**src/rtl/address_sequencer.sv**
```systemverilog
// Address sequencer: issues FIRST_ADDR..LAST_ADDR in increments of STEP while
// enabled, with saturate-and-finish or wrap-around end-of-range behaviour,
// synchronous clear/load, and registered status flags.
module address_sequencer #(
    parameter int ADDR_WIDTH = 4,
    parameter int FIRST_ADDR = 0,
    parameter int LAST_ADDR  = 10,
    parameter int STEP       = 1
) (
    input  logic                  clk,
    input  logic                  reset,
    input  logic                  address_gen_enable,
    input  logic                  clear,
    input  logic                  load,
    input  logic [ADDR_WIDTH-1:0] load_value,
    input  logic                  wrap_mode,
    output logic [ADDR_WIDTH-1:0] address_counter,
    output logic                  address_valid,
    output logic                  done,
    output logic                  wrapped
);

    // All-ones is never a legal address, so it doubles as the idle marker.
    localparam logic [ADDR_WIDTH-1:0] IDLE_ADDR  = '1;
    localparam logic [ADDR_WIDTH-1:0] FIRST_A    = ADDR_WIDTH'(FIRST_ADDR);
    localparam logic [ADDR_WIDTH-1:0] LAST_A     = ADDR_WIDTH'(LAST_ADDR);
    // One extra bit so the increment can never silently wrap before clamping.
    localparam logic [ADDR_WIDTH:0]   STEP_WIDE  = (ADDR_WIDTH+1)'(STEP);

    typedef enum logic [1:0] {
        IDLE = 2'd0,
        RUN  = 2'd1,
        DONE = 2'd2
    } state_t;

    state_t                  state_reg;
    state_t                  state_next;
    logic [ADDR_WIDTH-1:0]   address_next;
    logic                    valid_next;
    logic                    done_next;
    logic                    wrapped_next;
    logic [ADDR_WIDTH:0]     sum_wide;
    logic [ADDR_WIDTH-1:0]   step_addr;
    logic [ADDR_WIDTH-1:0]   load_clamped;

    // Next address on an enabled step: add in ADDR_WIDTH+1 bits, clamp to LAST.
    always_comb begin
        sum_wide = {1'b0, address_counter} + STEP_WIDE;
        if (int'(sum_wide) > LAST_ADDR) begin
            step_addr = LAST_A;
        end else begin
            step_addr = sum_wide[ADDR_WIDTH-1:0];
        end
    end

    // Loaded start address, forced into [FIRST_ADDR, LAST_ADDR].
    always_comb begin
        if (int'(load_value) < FIRST_ADDR) begin
            load_clamped = FIRST_A;
        end else if (int'(load_value) > LAST_ADDR) begin
            load_clamped = LAST_A;
        end else begin
            load_clamped = load_value;
        end
    end

    // Next-state and next-output logic; priority is clear > load > enable.
    always_comb begin
        state_next   = state_reg;
        address_next = address_counter;
        valid_next   = address_valid;
        done_next    = done;
        wrapped_next = 1'b0;

        if (clear) begin
            state_next   = IDLE;
            address_next = IDLE_ADDR;
            valid_next   = 1'b0;
            done_next    = 1'b0;
        end else if (load) begin
            state_next   = RUN;
            address_next = load_clamped;
            valid_next   = 1'b1;
            done_next    = 1'b0;
        end else begin
            case (state_reg)
                IDLE: begin
                    if (address_gen_enable) begin
                        state_next   = RUN;
                        address_next = FIRST_A;
                        valid_next   = 1'b1;
                    end
                end
                RUN: begin
                    if (address_gen_enable) begin
                        if (address_counter == LAST_A) begin
                            // wrap_mode only matters at this decision point.
                            if (wrap_mode) begin
                                address_next = FIRST_A;
                                wrapped_next = 1'b1;
                            end else begin
                                state_next = DONE;
                                done_next  = 1'b1;
                            end
                        end else begin
                            address_next = step_addr;
                        end
                    end
                end
                DONE: begin
                    // Parked at LAST_ADDR until clear, load or reset.
                end
                default: begin
                    state_next   = IDLE;
                    address_next = IDLE_ADDR;
                    valid_next   = 1'b0;
                    done_next    = 1'b0;
                end
            endcase
        end
    end

    // State and output registers with immediate asynchronous reset.
    always_ff @(posedge clk or posedge reset) begin
        if (reset) begin
            state_reg       <= IDLE;
            address_counter <= IDLE_ADDR;
            address_valid   <= 1'b0;
            done            <= 1'b0;
            wrapped         <= 1'b0;
        end else begin
            state_reg       <= state_next;
            address_counter <= address_next;
            address_valid   <= valid_next;
            done            <= done_next;
            wrapped         <= wrapped_next;
        end
    end

endmodule

```
**config.mk**
```make
export PLATFORM = sky130hd
export DESIGN_NAME = address_sequencer
export DESIGN_NICKNAME = d
export VERILOG_FILES = /design/src/rtl/address_sequencer.sv
export SDC_FILE = /design/constraint.sdc
export NUM_CORES = 1
export LEC_CHECK = 0
export CAP_MARGIN = 20
export CORE_AREA = 2 2 42 52
export CTS_CLUSTER_SIZE = 14
export DETAILED_ROUTE_END_ITERATION = 10
export DIE_AREA = 0 0 44 54
export HOLD_SLACK_MARGIN = 0.15
export PLACE_DENSITY = 0.63
export SETUP_SLACK_MARGIN = 0.4
export SLEW_MARGIN = 10
export SYNTH_ARGS = -nofsm -noshare
export SYNTH_HDL_FRONTEND = slang
export SYNTH_SLANG_ARGS = --single-unit
```
**constraint.sdc**
```tcl
create_clock -name clk -period 5.5 [get_ports clk]
set_clock_uncertainty 0.2 [all_clocks]
set_input_delay 0.825 -clock clk [delete_from_list [all_inputs] [get_ports clk]]
set_output_delay 0.825 -clock clk [all_outputs]
set_load 0.05 [all_outputs]
```
==> results.txt <==
CTS H-tree lvls -> 1
GR Overflow Total -> 0
fraction of the cycle the final worst path needs -> 49.69%
Seq/Total Area, Yosys -> 32.28%
WP data arrival -> 1.71 ns
Top Ports -> 17
clock tree root buffer cell -> clkbuf_4
vias per cell -> 5.407
flops & latches, synth -> 9
Max Cap Viol -> 0
top-area cell type share of the netlist area -> 17.54%
sw frac -> 38.96%
crit path max fanout -> 9
fraction of layout cells with a size suffix above 1 -> 14.29%
vias in the first global route -> 558
Syn Inst Count -> 78
Post-DRT Antenna Nets -> 0
total number of vias -> 638
Hold Path Class -> reg -> reg
Post-synth ARST share -> 100.0%
Synthesis Warnings -> 0
initial antenna violation count -> 0
Post-route DRC -> 0
Skew-Pair Late Insertion Delay -> 0.28 ns
placer congestion estimate -> 0.7890
Setup Viol. Count Final -> 0
RSZ-0062 raised after global routing -> no
diodes inserted -> 0
die area -> 2376 µm²
hold buffer count at CTS -> 0
area grow syn2layout -> 29.82%
max reg flops -> 4
Critical Setup Path Class -> reg -> out
Leak -> 0.0004099 µW
clock sink count -> 9
Syn Nets -> 95
Cells after DPL -> 114
Rows -> 18
Worst path max stage delay -> 0.82 ns
Clk pin slew, worst setup/hold paths -> 0.07 ns
pin count of the biggest net entering global routing -> 10
crit start category -> flip-flop
Sequential Power Share -> 36.3%
dpl hpwl -> 1195 µm
Cell Chain, Critical Path -> clkdlybuf4s50_1
Clk network pwr share -> 22.0%
internal power -> 146.5 µW
most common cell after layout, fill and taps aside -> clkdlybuf4s50_1
fin nets -> 116
clock tree from TritonCTS -> done
core footprint -> 1937 µm²
total global-route track usage -> 14.30%
synthesized area -> 713.2 µm²
Slew Limit Fails -> 0
wire per inst -> 12.74 µm
status -> finished clean
switching power -> 93.53 µW
Yosys top cell by area -> dfrtp_1
first-pass GRT wire length -> 2421 µm
cts repair resizes -> 0
FMAX -> 0.3659 GHz
Finished Core Util -> 47.80%
Die X -> 44 µm
count of different cell masters after synthesis -> 34
synth top area cells -> dfrtp_1 18%, dfstp_2 15%, ha_1 12%
critical path's top delay family -> buffers and inverters
hold_ws -> 0.3131 ns
Comb power frac -> 41.8%
chip height -> 54 µm
setup TNS -> 0 ns
Top FF cell, synth -> dfrtp_1
min cycle time layout -> 2.733 ns
Setup crit end kind -> output port
Hold Violations, Final -> 0
worst-margin pin slew -> 0.4931 ns
power per cell area -> 259.3 nW/µm²
Max-slew headroom -> 67.02%
clock tree buffer depth -> 2
most frequent cells in the layout -> 16 x clkdlybuf4s50_1, 8 x inv_1, 8 x nor2_1
TritonCTS Buffers -> 3
Synth Area per Inst -> 9.143 µm²
crit path buf inv count -> 1
CP max stage cell -> clkdlybuf4s50_1
# Post-CTS Setup Buffers -> 0
CP required -> 4.47 ns
DRT Pass-1 Iters -> 4
Initial Util -> 36.82%
Post-synth EDFFs -> 0
DRT iter0 DRCs -> 8
Routed WL -> 1503 µm
Non-Filler Instances -> 118
PortBufs -> 16
VDD IR max -> 133.1 µV
-- layout make-up --
type | count | area [µm²]
Sequential cell | 9 | 230.2
Tap cell | 20 | 25.02
Clock buffer | 3 | 22.52
Multi-Input combinational cell | 61 | 452.9
Fill cell | 202 | 1011
Timing Repair Buffer | 16 | 160.2
Clock inverter | 1 | 5.005
Inverter | 8 | 30.03
-- synth_stat cells, drive strengths merged, types with 2 or more instances --
library cell,instances
inv,8
nor2,8
ha,7
a21oi,5
a31oi,5
dfrtp,5
and2b,4
dfstp,4
nand2,3
mux2i,2
o21ai,2
o221ai,2
o31ai,2
-- worst register-to-register path, delay by kind of cell, from the launching register on --
family                     cells  cell delay [ns]
AOI/OAI and AO/OA              3             0.80
adders and majority gates      1             0.21
DFF                            1             0.60
and+or+nand+nor                1             0.20
-- metrics by stage --
stage	worst slack (ns)	power, µW	cell area (µm²)
finish	2.767	240.1	925.9
detailed placement	2.999	187.8	898.4
global placement	2.966	187.8	898.4
CTS	2.759	240.5	925.9
global route	2.719	255.0	925.9
floorplan	3.314	157.2	713.2
-- worst paths after layout --
path | depth (start not counted) | slack [ns] | start | end
hold / removal | 2 | 0.31 | done | done
min in group asynchronous | 2 | 0.60 | reset | state_reg[1]
max in group asynchronous | 2 | 4.18 | reset | address_counter[3]
hold reg to reg | 2 | 0.31 | done | done
setup / recovery | 1 | 2.77 | address_counter[2] | address_counter[2]
setup reg to reg | 5 | 3.42 | address_counter[1] | address_counter[0]
-- logic make-up after synthesis --
logic type | Yosys count | share of synthesized area [%]
mux | 2 | 2.807
flops | 9 | 32.28
buf+inv | 8 | 4.211
fa+ha+maj | 7 | 12.28
compound gates | 27 | 28.25
simple gates | 25 | 20.18
-- power groups by stage --
stage	sequential, µW	clock, µW	combinational [µW]
global placement	87.7	0	100
floorplan	105	0	52.6
CTS	86.7	53.3	100
finish	87.0	52.7	100
global route	88.8	55.5	111
detailed placement	87.9	0	99.9
-- layer usage --
| metal | track usage (%) | vias up | part of all wire (%) |
|---|---|---|---|
| met2 | 22.79 | 18 | 44 |
| met1 | 17.76 | 283 | 48 |
| met5 | 0 | - | 0 |
| met3 | 2.349 | 5 | 5.3 |
| li1 | - | 332 | - |
| met4 | 9.091 | 0 | 2.9 |
No activity file was read; power rests on OpenSTA's default activity.
